<file path="src/rtl/serial_add_sub.sv">
// Bit-serial adder/subtractor: one full-adder stage reused per clock, LSB first.
// start/done handshake; sum, cout and ovf update only when a result completes.
module serial_add_sub #(
  parameter int unsigned WIDTH = 8
) (
  input  logic             clk,
  input  logic             rst,
  input  logic             start,
  input  logic             sub,
  input  logic [WIDTH-1:0] a,
  input  logic [WIDTH-1:0] b,
  output logic             busy,
  output logic             done,
  output logic [WIDTH-1:0] sum,
  output logic             cout,
  output logic             ovf
);

  localparam int unsigned    CNT_W = (WIDTH > 1) ? $clog2(WIDTH) : 1;
  localparam logic [CNT_W-1:0] LAST = CNT_W'(WIDTH - 1);

  localparam logic [1:0] IDLE = 2'd0;
  localparam logic [1:0] RUN  = 2'd1;
  localparam logic [1:0] DONE = 2'd2;

  logic [1:0]       state;
  logic [1:0]       next_state;
  logic [WIDTH-1:0] a_q;
  logic [WIDTH-1:0] b_q;
  logic [WIDTH-1:0] psum_q;
  logic             carry_q;
  logic [CNT_W-1:0] cnt_q;

  logic             load;
  logic             last;
  logic             s_bit;
  logic             c_next;
  logic [WIDTH-1:0] psum_next;

  // Next-state decode plus the single full-adder slice.
  always_comb begin
    next_state = state;
    load       = 1'b0;
    last       = (cnt_q == LAST);
    s_bit      = a_q[0] ^ b_q[0] ^ carry_q;
    c_next     = (a_q[0] & b_q[0]) | (a_q[0] & carry_q) | (b_q[0] & carry_q);
    psum_next  = {s_bit, psum_q[WIDTH-1:1]};
    case (state)
      IDLE: begin
        if (start) begin
          next_state = RUN;
          load       = 1'b1;
        end
      end
      RUN: begin
        if (last) next_state = DONE;
      end
      DONE: begin
        if (start) begin
          next_state = RUN;
          load       = 1'b1;
        end else begin
          next_state = IDLE;
        end
      end
      default: next_state = IDLE;
    endcase
  end

  always_ff @(posedge clk) begin
    if (rst) state <= IDLE;
    else     state <= next_state;
  end

  // Operand shifters, carry, counter and the result registers.
  always_ff @(posedge clk) begin
    if (rst) begin
      a_q     <= '0;
      b_q     <= '0;
      psum_q  <= '0;
      carry_q <= 1'b0;
      cnt_q   <= '0;
      busy    <= 1'b0;
      done    <= 1'b0;
      sum     <= '0;
      cout    <= 1'b0;
      ovf     <= 1'b0;
    end else begin
      busy <= (next_state == RUN);
      done <= (next_state == DONE);
      if (load) begin
        a_q     <= a;
        b_q     <= sub ? ~b : b;
        carry_q <= sub;
        cnt_q   <= '0;
      end else if (state == RUN) begin
        a_q     <= a_q >> 1;
        b_q     <= b_q >> 1;
        psum_q  <= psum_next;
        carry_q <= c_next;
        cnt_q   <= cnt_q + CNT_W'(1);
        // On the MSB slice, carry_q is the carry into the MSB.
        if (last) begin
          sum  <= psum_next;
          cout <= c_next;
          ovf  <= carry_q ^ c_next;
        end
      end
    end
  end

endmodule

</file>
<file path="config.mk">
export PLATFORM = sky130hd
export DESIGN_NAME = serial_add_sub
export DESIGN_NICKNAME = d
export VERILOG_FILES = /design/src/rtl/serial_add_sub.sv
export SDC_FILE = /design/constraint.sdc
export NUM_CORES = 1
export LEC_CHECK = 0
export ABC_AREA = 1
export BUFFER_PORTS_ARGS = -buffer_cell sky130_fd_sc_hd__buf_2
export CORE_ASPECT_RATIO = 0.5
export CORE_MARGIN = 3
export CORE_UTILIZATION = 54
export DETAILED_ROUTE_END_ITERATION = 7
export GPL_ROUTABILITY_DRIVEN = 0
export GPL_TIMING_DRIVEN = 0
export PLACE_DENSITY = 0.78
export SYNTH_ARGS = -nofsm -noshare
export SYNTH_HDL_FRONTEND = slang
export SYNTH_SLANG_ARGS = --single-unit
</file>
<file path="constraint.sdc">
create_clock -name clk -period 1.3 [get_ports clk]
set_input_delay 0.13 -clock clk [delete_from_list [all_inputs] [get_ports clk]]
set_output_delay 0.13 -clock clk [all_outputs]
set_load 0.02 [all_outputs]
</file>
==> impl_results.md <==
* Status: finished, violations left
* Violated checks: negative setup slack
* Seq pwr share at 49.4%
* Clock tree from TritonCTS: built
* Rel. slew slack at 66.7%
* Register-to-Register Path Depth at 7
* Final setup skew at 0.00261 ns
* Ant. Diodes at 0
* Starting DRT DRC Count at 97
* LEAKAGE at 1.12 nW
* RSZ-0062 raised after global routing: yes
* Final hold viol count at 0
* Share of cells above drive strength 1 at roughly 25%
* Number of cell rows at 14
* Final WL at 3980 um
* Post-synthesis sequential area ratio at 46.1%
* Core area at 3080 um^2
* Num CTS Buffers at 5
* Synth async-reset ratio at 0%
* Layout Cells excl Fill at 339
* Die H at ~47 um
* Critical path launch point type: flip-flop
* Post-DP Area at 1990 um^2
* CP cell instances: ha_4 -> ha_4 -> inv_2 -> nor2_4 -> buf_4 -> o21ai_0 -> nor2_1
* Die ar. at 4060 um^2
* Largest net degree at the start of global routing at 15
* CP startpoint: cnt_q[1]
* DP Cell Count at 323
* Setup Viol. Count Final at 3
* Worst path top cell family by delay: simple AND/OR/NAND/NOR gates
* Remaining DRCs at 0
* Final hold slack at 0.0458 ns
* Tcrit/Tclk final at 101%
* Pwr dens at 1240 nW/um^2
* Crit-path slowest cell: dfxtp_2
* Yosys top cell by area: dfxtp_1
* Most used flip-flop cell after synthesis: dfxtp_1
* Synth Warn # at 0
* CTS Hold Bufs at 0
* Count leader, synth: nand2_1
* IO buf count at 31
* Initial antenna violation count at 0
* I/O pin total at 32
* Clock power share at 37.8%
* Synth-to-Final Area Change at 25.4%
* Final worst slack at -0.0134 ns
* CP required at 1.53 ns
* Antenna Nets Post-Route at 0
* Mapped cell area at roughly 1800 um^2
* Worst IR Drop VDD at 0.727 mV
* Comb pwr share at 12.8%
* # fillers at between 200 and 300
* Avg Vias per Cell at 4.99
* Unique masters post-synth at 21
* Vias at approximately 1700
* Hold Path Origin: rst
* Sw Ratio at 26.0%
* Global-route wire length before repair at 6040 um
* Remaining Overflow, GRT at 0
* Area contributors post-synth: dfxtp_1 (46%), nand2_1 (16%), inv_1 (7.2%)
* Hold depth at 2
* Cell count along the critical path at 7
* R2r startpoint: cnt_q[1]
* Synth Instances at 252
* Area of the multi-input gates at 832 um^2
* Final #Nets at between 300 and 400
* Flops & latches, synth at 41
* Nature of the critical path endpoint: flip-flop
* Worst-Skew Late Latency at just under 0.3 ns
* Detailed placement HPWL at 2600 um
* Top cells by count, synth: nand2_1 (75), dfxtp_1 (41), inv_1 (34)
* Worst-Margin Slew at 0.500 ns
* Post-synth top area share at 46.1%
* Psw at 0.719 mW
* GRT Total Usage at approximately a fifth
* Syn Area/Cell at 7.07 um^2
* Worst Hold Class: in -> reg
* Slew Limit Fails at 0
* Total clock sinks at 41
* Highest clock rate at approximately 0.76 GHz
* Worst EP arrival at 1.55 ns
* Syn Nets at 275
* Chip width at 87.2 um
* Tmin final at 1.31 ns
* Most frequent cell on the critical path: ha_4
* WS Path Type: reg -> reg
* FF+latch area at 826 um^2
* Pint at 2.04 mW
* Max Cap Viol at 0
* Fin area at 2230 um^2
* DRT Pass-1 Iters at 6
* Crit path buf inv count at 2
* H-tree Lvls at 2
* EDFF count, synth at 0
* Initial Util at between 50% and 60%
* Max incr delay on CP at ~0.36 ns
* Overall Power at 2.76 mW
* Worst-path fanout max at 6
* Clk buf depth at 2
* Clock transition at path regs at 0.08 ns
* Root Buffer Master: clkbuf_8
* Util after Layout at 72.4%
* Vias in the first global route at 1365
* DR WL/cell at 11.8 um
worst register-to-register path, stage by stage, from the launching register on:
cell     delay, ns
dfxtp_2       0.36
ha_4          0.14
ha_4          0.11
inv_2         0.05
nor2_4        0.26
buf_4         0.17
o21ai_0       0.06
nor2_1        0.11
metrics by stage:
step	setup slack (ns)	setup TNS, ns
global placement	-0.0233	-0.105
finish	-0.0134	-0.0334
detailed placement	-0.0502	-0.362
CTS	0.0210	0
global route	-0.0730	-0.343
floorplan	0.137	0
state kept, by name, summed over array words and instances (netlist names):
name	flops
ovf	1
carry_q	1
psum_q	7
cnt_q	3
sum	8
busy	1
a_q	8
cout	1
done	1
state	2
b_q	8
worst paths after layout:
path | endpoint | slack [ns]
setup / recovery | sum[3] | -0.01
hold / removal | psum_q[4] | 0.05
setup reg to reg | sum[3] | -0.01
hold reg to reg | a_q[5] | 0.46
power groups by stage:
stage | sequential [mW] | clock [mW] | combinational, mW
2_1_floorplan | 1.38 | 0 | 0.233
3_3_place_gp | 1.39 | 0 | 0.315
3_5_place_dp | 1.39 | 0 | 0.326
4_1_cts | 1.36 | 1.05 | 0.328
5_1_grt | 1.37 | 1.10 | 0.401
6_report | 1.37 | 1.04 | 0.352
repair_timing:
action / CTS / global route
pin swaps: 1 / 6
setup endpoints to repair: 10 / 30
gates cloned: 1 / 1
setup buffers: 0 / 6
gates resized for setup: 2 / 24
placed cells by master (no fill, tap or decap), types with 2 or more instances in the layout:
cell       n
nand2_1   73
dfxtp_1   37
inv_1     31
buf_2     31
nand3_1   24
nor2_1    21
a21oi_1   14
o21ai_0   13
buf_4      8
clkbuf_8   5
inv_2      4
nor2_2     4
dfxtp_2    4
nand2_2    3
buf_6      3
nor2_4     3
clkbuf_1   3
nand2_4    2
clkinv_4   2
a211oi_1   2
ha_4       2
final cells by class:
cell class              instances  share of cell area [%]
multi-input cells             167                    37.3
flip-flops and latches         41                    37.0
repair buffers                 37                    8.96
inverters                      36                    6.27
clock buffers                   5                    3.08
plain buffers                   9                    2.86
well taps                      40                    2.24
clock inverters                 3                    2.07
repair inverters                1                   0.280
cell families (layout without fill, tap and decap cells):
group	count (synthesis)	count (layout)	synth area share, %
and+or+nand+nor	131	132	30.9
buffers and inverters	45	91	10.8
DFF	41	41	46.1
AOI/OAI and AO/OA	30	30	8.71
adders and majority gates	3	3	2.53
xor gates and xnor gates	2	2	0.984
routing by layer:
layer	vias to the layer above	GRT usage, %	part of all wire, %
met4	0	3.67	0.43
met5	-	0	0
li1	866	-	-
met3	4	5.89	6.1
met2	37	32.9	48
met1	785	24.6	46
Note: power is estimated with default switching activity, not from simulation.
